### src/rtl/cpu_core_mc_if.sv
// Memory-side bus of the multi-cycle core: instruction fetch and data access
// channels, each a req/valid handshake so memories may stretch an access.
interface cpu_core_mc_if #(
    parameter int DATA_W  = 16,
    parameter int PC_W    = 16,
    parameter int DMEM_AW = 16
);
    logic               imem_req;
    logic [PC_W-1:0]    imem_addr;
    logic [15:0]        imem_rdata;
    logic               imem_valid;

    logic               dmem_req;
    logic               dmem_we;
    logic [DMEM_AW-1:0] dmem_addr;
    logic [DATA_W-1:0]  dmem_wdata;
    logic [DATA_W-1:0]  dmem_rdata;
    logic               dmem_valid;

    modport master (
        output imem_req, imem_addr,
        input  imem_rdata, imem_valid,
        output dmem_req, dmem_we, dmem_addr, dmem_wdata,
        input  dmem_rdata, dmem_valid
    );

    modport slave (
        input  imem_req, imem_addr,
        output imem_rdata, imem_valid,
        input  dmem_req, dmem_we, dmem_addr, dmem_wdata,
        output dmem_rdata, dmem_valid
    );
endinterface

### src/rtl/cpu_core_mc.sv
// Multi-cycle 16-bit-instruction CPU core: FETCH/DECODE/EXEC/MEM/WB sequencing
// with an internal 8-entry register file and handshaked instruction/data memories.
module cpu_core_mc #(
    parameter int DATA_W  = 16,
    parameter int PC_W    = 16,
    parameter int DMEM_AW = 16
) (
    input  logic              clk,
    input  logic              reset,
    cpu_core_mc_if.master     mem,
    output logic [PC_W-1:0]   pc,
    output logic [DATA_W-1:0] result,
    output logic              retire,
    output logic              halted
);
    localparam int SH_W = $clog2(DATA_W);
    localparam int AX_W = (DMEM_AW > DATA_W) ? DMEM_AW : DATA_W;

    localparam logic [3:0] OP_ADD  = 4'h0;
    localparam logic [3:0] OP_SUB  = 4'h1;
    localparam logic [3:0] OP_AND  = 4'h2;
    localparam logic [3:0] OP_OR   = 4'h3;
    localparam logic [3:0] OP_XOR  = 4'h4;
    localparam logic [3:0] OP_SLT  = 4'h5;
    localparam logic [3:0] OP_SHL  = 4'h6;
    localparam logic [3:0] OP_SHR  = 4'h7;
    localparam logic [3:0] OP_ADDI = 4'h8;
    localparam logic [3:0] OP_LW   = 4'h9;
    localparam logic [3:0] OP_SW   = 4'hA;
    localparam logic [3:0] OP_BEQ  = 4'hB;
    localparam logic [3:0] OP_BNE  = 4'hC;
    localparam logic [3:0] OP_JMP  = 4'hD;
    localparam logic [3:0] OP_HALT = 4'hF;

    typedef enum logic [2:0] {
        S_IDLE, S_FETCH, S_DECODE, S_EXEC, S_MEM, S_WB, S_HALT
    } state_t;

    state_t             state, state_nxt;
    logic [15:0]        instr;
    logic [DATA_W-1:0]  a_q, b_q, alu_q, load_q;
    logic [DMEM_AW-1:0] addr_q;
    logic [PC_W-1:0]    pc_nxt_q;
    logic [DATA_W-1:0]  regs [0:7];

    logic [3:0]         op;
    logic [2:0]         ra_idx, rb_idx, rd_idx, dst_idx;
    logic [DATA_W-1:0]  imm_d, alu_val, wb_val;
    logic [PC_W-1:0]    imm6_p, imm12_p, pc_plus1, pc_target;
    logic [AX_W-1:0]    addr_ext;
    logic               taken, writes_reg;
    logic               imem_req_c, dmem_req_c, dmem_we_c;

    assign op       = instr[15:12];
    assign ra_idx   = instr[11:9];
    assign rb_idx   = instr[8:6];
    assign rd_idx   = instr[5:3];
    assign imm_d    = DATA_W'($signed(instr[5:0]));
    assign imm6_p   = PC_W'($signed(instr[5:0]));
    assign imm12_p  = PC_W'($signed(instr[11:0]));
    assign pc_plus1 = pc + PC_W'(1);

    // Register-type ops write rd; ADDI and LW write ra (same field as rs1).
    assign writes_reg = (op <= OP_LW);
    assign dst_idx    = (op <= OP_SHR) ? rd_idx : ra_idx;
    assign wb_val     = (op == OP_LW) ? load_q : alu_q;

    always_comb begin
        alu_val = '0;
        case (op)
            OP_ADD:  alu_val = a_q + b_q;
            OP_SUB:  alu_val = a_q - b_q;
            OP_AND:  alu_val = a_q & b_q;
            OP_OR:   alu_val = a_q | b_q;
            OP_XOR:  alu_val = a_q ^ b_q;
            OP_SLT:  alu_val = DATA_W'($signed(a_q) < $signed(b_q));
            OP_SHL:  alu_val = a_q << b_q[SH_W-1:0];
            OP_SHR:  alu_val = a_q >> b_q[SH_W-1:0];
            default: alu_val = b_q + imm_d;
        endcase
    end

    assign addr_ext  = AX_W'(alu_val);
    assign taken     = ((op == OP_BEQ) && (a_q == b_q)) || ((op == OP_BNE) && (a_q != b_q));
    assign pc_target = pc_plus1 + ((op == OP_JMP) ? imm12_p : imm6_p);

    always_ff @(posedge clk or negedge reset) begin
        if (!reset) begin
            state    <= S_IDLE;
            pc       <= '0;
            result   <= '0;
            instr    <= '0;
            a_q      <= '0;
            b_q      <= '0;
            alu_q    <= '0;
            load_q   <= '0;
            addr_q   <= '0;
            pc_nxt_q <= '0;
            for (int i = 0; i < 8; i++) begin
                regs[i] <= '0;
            end
        end else begin
            state <= state_nxt;
            case (state)
                S_FETCH: begin
                    if (mem.imem_valid) instr <= mem.imem_rdata;
                end
                S_DECODE: begin
                    a_q <= regs[ra_idx];
                    b_q <= regs[rb_idx];
                end
                S_EXEC: begin
                    alu_q    <= alu_val;
                    addr_q   <= addr_ext[DMEM_AW-1:0];
                    pc_nxt_q <= (taken || (op == OP_JMP)) ? pc_target : pc_plus1;
                end
                S_MEM: begin
                    if (mem.dmem_valid && (op == OP_LW)) load_q <= mem.dmem_rdata;
                end
                S_WB: begin
                    pc <= pc_nxt_q;
                    // r0 stays zero but result still shows the discarded value.
                    if (writes_reg) begin
                        result <= wb_val;
                        if (dst_idx != 3'd0) regs[dst_idx] <= wb_val;
                    end
                end
                default: ;
            endcase
        end
    end

    always_comb begin
        state_nxt  = state;
        imem_req_c = 1'b0;
        dmem_req_c = 1'b0;
        dmem_we_c  = 1'b0;
        retire     = 1'b0;
        halted     = 1'b0;
        case (state)
            S_IDLE:   state_nxt = S_FETCH;
            S_FETCH: begin
                imem_req_c = 1'b1;
                if (mem.imem_valid) state_nxt = S_DECODE;
            end
            S_DECODE: state_nxt = S_EXEC;
            S_EXEC: begin
                if ((op == OP_LW) || (op == OP_SW)) state_nxt = S_MEM;
                else if (op == OP_HALT)              state_nxt = S_HALT;
                else                                 state_nxt = S_WB;
            end
            S_MEM: begin
                dmem_req_c = 1'b1;
                dmem_we_c  = (op == OP_SW);
                if (mem.dmem_valid) state_nxt = S_WB;
            end
            S_WB: begin
                retire    = 1'b1;
                state_nxt = S_FETCH;
            end
            S_HALT:   halted = 1'b1;
            default:  state_nxt = S_IDLE;
        endcase
    end

    assign mem.imem_req   = imem_req_c;
    assign mem.imem_addr  = pc;
    assign mem.dmem_req   = dmem_req_c;
    assign mem.dmem_we    = dmem_we_c;
    assign mem.dmem_addr  = addr_q;
    assign mem.dmem_wdata = a_q;
endmodule

### src/flat_wrapper.sv
// flat-port wrapper written by rule: the top's interface ports become plain ports
module cpu_core_mc_flat 
#(
    parameter int DATA_W  = 16,
    parameter int PC_W    = 16,
    parameter int DMEM_AW = 16
)
  (clk, reset, pc, result, retire, halted, mem_imem_req, mem_imem_addr, mem_imem_rdata, mem_imem_valid, mem_dmem_req, mem_dmem_we, mem_dmem_addr, mem_dmem_wdata, mem_dmem_rdata, mem_dmem_valid);
  cpu_core_mc_if #(.DATA_W(DATA_W), .PC_W(PC_W), .DMEM_AW(DMEM_AW)) mem_i ();
  input  logic clk;
  input  logic reset;
  output logic [PC_W-1:0] pc;
  output logic [DATA_W-1:0] result;
  output logic retire;
  output logic halted;
  output wire logic [$bits(mem_i.imem_req)-1:0] mem_imem_req;
  output wire logic [$bits(mem_i.imem_addr)-1:0] mem_imem_addr;
  input wire logic [$bits(mem_i.imem_rdata)-1:0] mem_imem_rdata;
  input wire logic [$bits(mem_i.imem_valid)-1:0] mem_imem_valid;
  output wire logic [$bits(mem_i.dmem_req)-1:0] mem_dmem_req;
  output wire logic [$bits(mem_i.dmem_we)-1:0] mem_dmem_we;
  output wire logic [$bits(mem_i.dmem_addr)-1:0] mem_dmem_addr;
  output wire logic [$bits(mem_i.dmem_wdata)-1:0] mem_dmem_wdata;
  input wire logic [$bits(mem_i.dmem_rdata)-1:0] mem_dmem_rdata;
  input wire logic [$bits(mem_i.dmem_valid)-1:0] mem_dmem_valid;
  assign mem_imem_req = mem_i.imem_req;
  assign mem_imem_addr = mem_i.imem_addr;
  assign mem_i.imem_rdata = mem_imem_rdata;
  assign mem_i.imem_valid = mem_imem_valid;
  assign mem_dmem_req = mem_i.dmem_req;
  assign mem_dmem_we = mem_i.dmem_we;
  assign mem_dmem_addr = mem_i.dmem_addr;
  assign mem_dmem_wdata = mem_i.dmem_wdata;
  assign mem_i.dmem_rdata = mem_dmem_rdata;
  assign mem_i.dmem_valid = mem_dmem_valid;
  cpu_core_mc #(.DATA_W(DATA_W), .PC_W(PC_W), .DMEM_AW(DMEM_AW)) u_core (.clk(clk), .reset(reset), .mem(mem_i), .pc(pc), .result(result), .retire(retire), .halted(halted));
endmodule
### config.mk
export PLATFORM = sky130hd
export DESIGN_NAME = cpu_core_mc_flat
export DESIGN_NICKNAME = d
export VERILOG_FILES = /design/src/rtl/cpu_core_mc_if.sv /design/src/rtl/cpu_core_mc.sv /design/src/flat_wrapper.sv
export SDC_FILE = /design/constraint.sdc
export NUM_CORES = 1
export LEC_CHECK = 0
export ABC_AREA = 0
export CORE_AREA = 2 2 158 314
export CTS_CLUSTER_SIZE = 14
export DETAILED_ROUTE_END_ITERATION = 12
export DIE_AREA = 0 0 160 316
export PLACE_DENSITY = 0.59
export RECOVER_POWER = 100
export SLEW_MARGIN = 5
export SYNTH_ARGS = -nofsm -noshare
export SYNTH_HDL_FRONTEND = slang
export SYNTH_SLANG_ARGS = --single-unit
### constraint.sdc
create_clock -name clk -period 4.62 [get_ports clk]
set_input_delay 1.155 -clock clk [delete_from_list [all_inputs] [get_ports clk]]
set_output_delay 1.155 -clock clk [all_outputs]
set_load 0.01 [all_outputs]
==> impl_metrics.tcl <==
set metrics [dict create \
    htree_levels 1 \
    path_cells "nor4_1 > buf_4 > mux2_2 > ha_1 > a2111o_1 > a21oi_1 > o32ai_2 > nor2_1 > xnor2_1 > a2111oi_0 > a21oi_1" \
    cts-root-buf "clkbuf_16" \
    rsz0062_at_grt "false" \
    period_needed_ns 4.32 \
    maxSlewViolCount 220 \
    tns_ns 0 \
    die_y_microns 316 \
    p_leak_nw 8.39 \
    ant_nets 0 \
    synth-edff-count 0 \
    synth_seq_area_share 0.390 \
    syn-num-nets 1834 \
    layout-drive-gt1-share 0.125 \
    ir_worst_vdd_mv 0.315 \
    required_ns 5.02 \
    diodes 0 \
    startpoint_type "register" \
    final_common_cell "dfrtp_1" \
    ys.flop_type "dfrtp_1" \
    cp_common_cell "a21oi_1" \
    run_status "finished with violations" \
    port-buffer-count 120 \
    syn_inst 1715 \
    cp_slowest_stage_delay_ns 0.71 \
    fin_nets 1884 \
    grt_use_total 0.219 \
    synth.distinct_cells 81 \
    synth_area_sq_um 16600 \
    layout_common_cells "dfrtp_1, nand2_1, o21ai_0" \
    core_sq_um 48200 \
    crit_path_end "u_core.alu_q[11]$_DFFE_PN0P_" \
    gr-total-overflow 0 \
    cts_buffers 24 \
    critPathLaunch "u_core.instr[12]$_DFFE_PN0P_" \
    rows 114 \
    finClkSkew_ns 0.0147 \
    seq_area_sq_um 6480 \
    worstReg2RegEnd "u_core.alu_q[11]$_DFFE_PN0P_" \
    cts_hold_buf 0 \
    ys_ff_latch 259 \
    antenna_found_initial 0 \
    dr.pass1.iters 5 \
    grt_max_degree 92 \
    async_flop_share 1.00 \
    criticalPathCategory "register to register" \
    cts.path.max_buffers 3 \
    tightest_slew_ns 2.93 \
    area_growth_pct 14.9 \
    violations "capacitance limit, slew limit" \
    cts_sinks 259 \
    hold_path_class "register to register" \
    cts_tree "done" \
    pwr_density_cell_nw_per_um2 839 \
    fillers 4863 \
    min_period_over_period 0.936 \
    dp_hpwl_microns 41000 \
    rrSetupSlack_ns 0.30 \
    end_kind "register" \
    ctsResizeCount 0 \
    cp.arrival_ns 4.72 \
    synth_area_per_cell_sq_um 9.69 \
    multi_input_area_sq_um 9310 \
    setup_viol 0 \
    slew_headroom -0.954 \
    r2r_start "u_core.instr[12]$_DFFE_PN0P_" \
    grt_pass1_vias 14034 \
    num_io_pins 121 \
    max_freq_ghz 0.231 \
    die_w_microns 160 \
    wirelength_microns 55300 \
    drt_iter0_drc 980 \
    gp_congestion 0.985 \
    grt_pass1_wl_microns 84700 \
    reg2regPathDepth 11 \
    vias 13446 \
    yosys_warnings 0 \
    clkLatencyLatePin_ns 0.55 \
    drc 0 \
    cts_setup_buffers 0 \
    finish.utilization 0.396 \
    hold_viol 0 \
    wl_per_cell_microns 22.9 \
    die-area_sq_um 50600 \
    cp_max_fo 15 \
    path_clk_slew_ns 0.08 \
    drv_cap 5 \
    vias_per_cell 5.56 \
    cpMaxStageDelayCell "a2111oi_0" \
    start_util 0.345 \
]
## registers in the layout (all words and copies together), names as in the netlist
signal	count
u_core.load_q	16
u_core.pc_nxt_q	16
u_core.result	16
u_core.mem.imem_addr	16
u_core.instr	16
u_core.b_q	16
u_core.state	3
u_core.mem.dmem_wdata	16
u_core.alu_q	16
u_core.regs	128
## worst max-delay path, delay by kind of cell, from the launching register on
| family | cells | cell delay [ns] |
|---|---|---|
| xor+xnor | 1 | 0.08 |
| buf+inv | 1 | 0.31 |
| fa+ha+maj | 1 | 0.36 |
| simple gates | 2 | 0.57 |
| compound gates | 5 | 2.06 |
| flops | 1 | 0.41 |
| mux | 1 | 0.37 |
## how the worst min path moves through the flow
| stage | startpoint | end | slack [ns] | depth (start not counted) |
|---|---|---|---|---|
| after floorplan | u_core.regs[112]$_DFFE_PN0P_ | u_core.regs[112]$_DFFE_PN0P_ | 0.44 | 1 |
| after global placement | u_core.regs[126]$_DFFE_PN0P_ | u_core.regs[126]$_DFFE_PN0P_ | 0.38 | 0 |
| after detailed placement | u_core.regs[124]$_DFFE_PN0P_ | u_core.regs[124]$_DFFE_PN0P_ | 0.38 | 0 |
| after CTS | u_core.regs[114]$_DFFE_PN0P_ | u_core.regs[114]$_DFFE_PN0P_ | 0.40 | 0 |
| after global routing | u_core.regs[124]$_DFFE_PN0P_ | u_core.regs[124]$_DFFE_PN0P_ | 0.41 | 0 |
| final | u_core.regs[115]$_DFFE_PN0P_ | u_core.regs[115]$_DFFE_PN0P_ | 0.39 | 0 |
## metrics by stage
stage | cells | hold WS (ns) | total power, mW | worst slack, ns | cell area [sq um]
3_5_place_dp | 2377 | 0.384 | 14.1 | 0.618 | 18400
4_1_cts | 2418 | 0.399 | 16.2 | 0.607 | 19200
2_1_floorplan | 1715 | 0.441 | 10.7 | 1.17 | 16600
5_1_grt | 2418 | 0.410 | 17.2 | 0.204 | 19100
6_report | 2418 | 0.395 | 16.0 | 0.295 | 19100
3_3_place_gp | 2377 | 0.376 | 13.9 | 0.657 | 18400
## synth_stat cells, types with 6 or more instances
master	number	area share
a41o_1	7	0.0042
nand2_1	210	0.047
buf_4	18	0.0081
nor2_1	146	0.033
buf_2	20	0.0060
nor3_1	24	0.0072
xor2_1	15	0.0079
mux4_2	69	0.093
xnor2_1	34	0.018
buf_1	9	0.0020
o21bai_1	8	0.0036
ha_1	80	0.060
nor2b_1	7	0.0026
nand3_1	22	0.0066
and3_1	9	0.0034
mux2i_1	81	0.049
or3_1	14	0.0053
nand2b_1	16	0.0060
o22ai_1	9	0.0034
o221ai_1	6	0.0032
o21ai_1	27	0.0081
a21oi_1	110	0.033
a21o_1	15	0.0068
a31oi_1	9	0.0034
inv_1	52	0.012
dfrtp_1	259	0.39
a211oi_1	16	0.0072
o31ai_1	6	0.0027
o21ai_0	160	0.048
clkbuf_1	94	0.021
a221oi_1	12	0.0063
mux2_2	58	0.039
## layer usage
metal,wire length (microns),GRT usage,vias up
met5,0,0,-
met1,20100,0.233,6676
li1,-,-,6238
met3,1750,0.0201,157
met4,3830,0.141,0
met2,29600,0.412,375
## cells by family (layout without fill, tap and decap cells)
kind of cell,after synthesis,after routing,share of synthesized area
AND/OR/NAND/NOR,481,481,0.127
XOR/XNOR,50,50,0.0268
multiplexers,209,209,0.182
AO/OA/AOI/OAI,437,437,0.159
flip-flops,259,259,0.390
buffers and inverters,196,261,0.0507
adder cells (fa/ha/maj),83,83,0.0638
## cell type report
| class | instances | area share |
|---|---|---|
| clock buffer | 36 | 0.0381 |
| clock inverter | 5 | 0.00275 |
| inverter | 53 | 0.0104 |
| multi-input combinational | 1260 | 0.488 |
| sequential | 259 | 0.340 |
| tap | 638 | 0.0418 |
| timing repair buffer | 167 | 0.0796 |
## power breakdown
part           internal (mW)  switching [mW]  total, mW
clock                   1.14           0.895       2.03
sequential              3.17           0.980       4.15
combinational           4.04            5.79       9.83
(Power assumes the default switching activity.)
==> RTL change 1 (same settings) <==
`DMEM_AW` is set to 16 in 3 places; all go to 17.
--- a/src/rtl/cpu_core_mc_if.sv
+++ b/src/rtl/cpu_core_mc_if.sv
@@ -3,7 +3,7 @@
 interface cpu_core_mc_if #(
     parameter int DATA_W  = 16,
     parameter int PC_W    = 16,
-    parameter int DMEM_AW = 16
+    parameter int DMEM_AW = 17
 );
     logic               imem_req;
     logic [PC_W-1:0]    imem_addr;
--- a/src/rtl/cpu_core_mc.sv
+++ b/src/rtl/cpu_core_mc.sv
@@ -3,7 +3,7 @@
 module cpu_core_mc #(
     parameter int DATA_W  = 16,
     parameter int PC_W    = 16,
-    parameter int DMEM_AW = 16
+    parameter int DMEM_AW = 17
 ) (
     input  logic              clk,
     input  logic              reset,
--- a/src/flat_wrapper.sv
+++ b/src/flat_wrapper.sv
@@ -3,7 +3,7 @@
 #(
     parameter int DATA_W  = 16,
     parameter int PC_W    = 16,
-    parameter int DMEM_AW = 16
+    parameter int DMEM_AW = 17
 )
   (clk, reset, pc, result, retire, halted, mem_imem_req, mem_imem_addr, mem_imem_rdata, mem_imem_valid, mem_dmem_req, mem_dmem_we, mem_dmem_addr, mem_dmem_wdata, mem_dmem_rdata, mem_dmem_valid);
   cpu_core_mc_if #(.DATA_W(DATA_W), .PC_W(PC_W), .DMEM_AW(DMEM_AW)) mem_i ();
Interface: changed (resized mem_dmem_addr); port bits go from 121 to 122. The function was not compared with the original's and may differ.
==> RTL change 1 against the unedited design <==
  * The run still ends with max-capacitance violations, max-slew violations left
  * Critical path type unchanged
  * Worst setup slack improved by 59 ps
  * Sequential cell count unchanged
  * Area after synthesis about the same
  * Final area about the same
  * Total power increased by 0.23%
  * Global-route usage increased by 0.28 points
  * Sequential power increased by 1%
  * Critical path depth decreased by 4
  * Routed wire length increased by 1.3%
  * Utilization about the same
==> RTL change 1: results (changes against the unedited design) <==
register area share after synthesis=38.97% (was 38.99%); drt first-iter violations=941 (was 980); Mapped Cells=1717 (was 1715); synth top area cells=dfrtp_1, mux4_2, ha_1 (unchanged); worst min path class=register to register (unchanged); postcts setup bufs=0 (unchanged); Syn. warnings=0 (unchanged); Slew @ Worst Pin=2751 ps (was 2930 ps); final wirelength=56020 um (was 55290 um); Post-Place Cells=2379 (was 2377); commonest cells in the netlist=dfrtp_1, nand2_1, o21ai_0, nor2_1, a21oi_1 (unchanged); Max H-tree Level=1 (unchanged); status=finished with violations (unchanged); Netlist cell types=82 (was 81); pin count of the biggest net entering global routing=85 (was 92); Data arrival, critical path=4620 ps (was 4720 ps); Fillers=4829 (was 4863); static leakage=8.395 nW (was 8.393 nW); Min Hold Slack=396.1 ps (was 394.6 ps); Pint=8.291 mW (was 8.346 mW); DRT Pass-1 Iters=5 (unchanged); max_cap viols=4 (was 5); reg2reg setup slack=350 ps (was 300 ps); Post-synth ARST share=100.0% (unchanged); clock skew=23.87 ps (was 14.71 ps); share of layout cells above drive strength 1=12.52% (was 12.47%); Vias=13.60k (was 13.45k); Synth Net Count=1836 (was 1834); first-pass GRT wire length=85710 um (was 84730 um); IO Port Bufs=120 (unchanged); DP HPWL=41790 um (was 40960 um); worst vdd ir=0.0003794 V (was 0.0003147 V); routability cong.=0.9983 (was 0.9850); crit path max fanout=23 (was 15); # nets final=1886 (was 1884); failing checks=max-capacitance violations, max-slew violations (unchanged); Longest Clk Path Bufs=3 (unchanged); gr usage total=22.17% (was 21.89%); Slew Viols, Final=207 (was 220); average wire per standard cell=23.16 um (was 22.87 um); largest reg by FF count=u_core.regs (unchanged)
## RTL change 1: cell count changes in the layout (fill, tap and decap cells not counted), sizes merged
cell / unedited run / this run
buf: 33 / 37
clkbuf: 51 / 48
bufinv: 1 / 0
clkdlybuf4s50: 36 / 35
clkinv: 4 / 3
conb: 0 / 1
dlygate4sd3: 83 / 84
inv: 52 / 53
## RTL change 1: cell families after synthesis
logic type,count (synthesis),synth area share [%]
compound gates,437,15.93
fa+ha+maj,83,6.379
buf+inv,197,5.115
flops,259,38.97
other cells,1,0.02255
mux,209,18.21
xor+xnor,50,2.678
simple gates,481,12.69
## RTL change 1: metal layers
layer / routed length, um / global-route usage, % / part of all wire [%]
met1: 20040 / 23.64 / 36
met2: 30030 / 42.02 / 54
met3: 1907 / 2.112 / 3.4
met4: 4032 / 13.37 / 7.2
met5: 0 / 0 / 0
## RTL change 1: final cells by class
| type | instances | area [um2] | share of cell area, % |
|---|---|---|---|
| Clock buffer | 36 | 726.9 | 3.808 |
| Clock inverter | 4 | 26.28 | 0.1376 |
| Inverter | 53 | 198.9 | 1.042 |
| Multi-Input combinational cell | 1261 | 9321 | 48.82 |
| Sequential cell | 259 | 6484 | 33.96 |
| Tap cell | 638 | 798.3 | 4.181 |
| Timing Repair Buffer | 168 | 1536 | 8.048 |
## RTL change 1: through the flow
stage | cell area (um2) | setup slack [ps]
floorplan | 16630 | 1168
global placement | 18410 | 726.7
detailed placement | 18410 | 661.5
CTS | 19170 | 633.2
global route | 19090 | 256.8
finish | 19090 | 354.8
## RTL change 1: critical path: stages, from the launching register on
cell,delay (ps)
dfrtp_1,410
clkbuf_2,340
inv_1,460
nand2_1,180
nor2_2,100
clkbuf_1,1350
mux2i_1,950
o21ai_0,260
## RTL change 1: power groups by stage
stage	sequential (mW)	combinational, mW	clock (mW)
after global routing	4.30	10.8	2.09
after detailed placement	4.22	9.96	0
after CTS	4.19	10.0	2.02
after floorplan	3.94	6.72	0
after global placement	4.15	9.84	0
final	4.19	9.89	1.97
## RTL change 1: final timing paths
check | start | to | depth (start not counted)
max in group asynchronous | reset | u_core.b_q[13] | 2
max | u_core.instr[14] | u_core.regs[111] | 7
max reg2reg | u_core.instr[14] | u_core.regs[111] | 7
min in group asynchronous | reset | u_core.result[0] | 1
min | u_core.regs[118] | u_core.regs[118] | 0
min reg2reg | u_core.regs[118] | u_core.regs[118] | 0
==> RTL change 2 (config.mk and constraints unchanged) <==
Made on the original files. The 7 states of `state_t` get a Gray code encoding in 3 bits.
--- a/src/rtl/cpu_core_mc.sv
+++ b/src/rtl/cpu_core_mc.sv
@@ -33,7 +33,7 @@
     localparam logic [3:0] OP_HALT = 4'hF;
 
     typedef enum logic [2:0] {
-        S_IDLE, S_FETCH, S_DECODE, S_EXEC, S_MEM, S_WB, S_HALT
+        S_IDLE = 3'b000, S_FETCH = 3'b001, S_DECODE = 3'b011, S_EXEC = 3'b010, S_MEM = 3'b110, S_WB = 3'b111, S_HALT = 3'b101
     } state_t;
 
     state_t             state, state_nxt;
Behaviour: no difference found for any inputs over 4 cycles, from zero or initial values and one cycle with reset low; so few cycles prove little.
==> RTL change 2 against the unedited design <==
  * The run still ends with max-capacitance violations, max-slew violations left
  * Final cell count increased by 1.4%
  * Sequential cell count unchanged
  * Non-clock buffer count increased by 4
  * Routed wire length increased by 2.7%
  * Sequential power decreased by 2%
  * Final area increased by 0.92%
  * Worst setup slack improved by 270 ps
  * First-iteration DRC count decreased by 7.1%
  * Total power decreased by 4.9%
  * Clock power increased by 12%
  * Sequential share of layout area decreased by 0.31 points
  * Area after synthesis about the same
  * Fmax increased by 6.8%
  * Critical path type unchanged
  * Largest power group unchanged
==> RTL change 2: results (changes against the unedited design) <==
status=finished with violations (unchanged); failing checks=max-capacitance violations, max-slew violations (unchanged); worst vdd ir=0.0003229 V (was 0.0003147 V); DRT Pass-1 Iters=7 (was 5); multi-input combinational gate total=1279 (was 1260); routability cong.=0.9763 (was 0.9850); Non-Filler Instances=2451 (was 2418); average wire per standard cell=23.17 um (was 22.87 um); Final Cycle Share=87.67% (was 93.61%); number of global-route vias before repair=14.45k (was 14.03k); worst r2r src=u_core.mem.dmem_wdata[13] (was u_core.instr[12]); clk_lat worst skew=570 ps (was 550 ps); Slew Viols, Final=161 (was 220); met3 WL post-DR=2407 um (was 1753 um); FF+latch count=259 (unchanged); pin count of the biggest net entering global routing=95 (was 92); Layout clock area frac=4.682% (was 4.083%); Netlist cell types=72 (was 81); Data arrival, critical path=4490 ps (was 4720 ps); Area after DPL=0.01847 mm2 (was 0.01840 mm2); reg2reg setup slack=570 ps (was 300 ps); Met1 Routed Length=20170 um (was 20100 um); Non-clk bufs=171 (was 167); crit path max fanout=17 (was 15); Seq area share=33.65% (was 33.96%); Hold Startpoint=u_core.regs[117] (was u_core.regs[115]); synth top area cells=dfrtp_1, mux4_2, ha_1 (unchanged); pre-CTS setup slack=1057 ps (was 618.2 ps); share of layout cells above drive strength 1=10.42% (was 12.47%); CLK BUF=38 (was 36); max_cap viols=4 (was 5); post-layout util=39.97% (was 39.60%); commonest cells in the netlist=dfrtp_1, nand2_1, o21ai_1, nor2_1, clkbuf_1 (was dfrtp_1, nand2_1, o21ai_0, nor2_1, a21oi_1); Mapped Cells=1736 (was 1715); register area share after synthesis=38.98% (was 38.99%); static leakage=8.183 nW (was 8.393 nW); Post-Place Cells=2403 (was 2377); capture point of the critical path=u_core.pc_nxt_q[2] (was u_core.alu_q[11]); Min Hold Slack=401.8 ps (was 394.6 ps); first-pass GRT wire length=87240 um (was 84730 um); GR Util met2=42.31% (was 41.24%); R2R depth=10 (was 11); reg2reg end=u_core.pc_nxt_q[2] (was u_core.alu_q[11]); Data buffer area share=8.045% (was 7.955%)
==> RTL change 2: cell count changes after synthesis, sizes merged, moves of 9 or more <==
cell	change
mux2i	-10
or3	-10
nor2	-25
nand2	+48
nor3	+12
a221oi	-9
o21ai	+17
a21oi	-20
==> RTL change 2: kinds of logic after synthesis <==
group                    count (synthesis)  synth area share, %
AND/OR/NAND/NOR                        509                13.32
AO/OA/AOI/OAI                          436                15.57
adder cells (fa/ha/maj)                 83                6.381
flip-flops                             259                38.98
multiplexers                           202                18.22
XOR/XNOR                                49                2.581
buffers and inverters                  198                4.951
==> RTL change 2: critical path, stage by stage, from the launching register on <==
cell and delay (ps):
dfrtp_1 510, inv_1 100, ha_1 350, or4_1 660
or4_2 580, nor3_1 480, mux2i_1 250, clkbuf_1 660
nor2_1 110, a21oi_1 130, o21ai_0 80
==> RTL change 2: power by group <==
group          internal (mW)  switching, mW  leakage, nW
Sequential              3.10          0.959         3.38
Clock                   1.30          0.969        0.433
Combinational           3.62           5.28         4.37
Total                   8.03           7.21         8.18
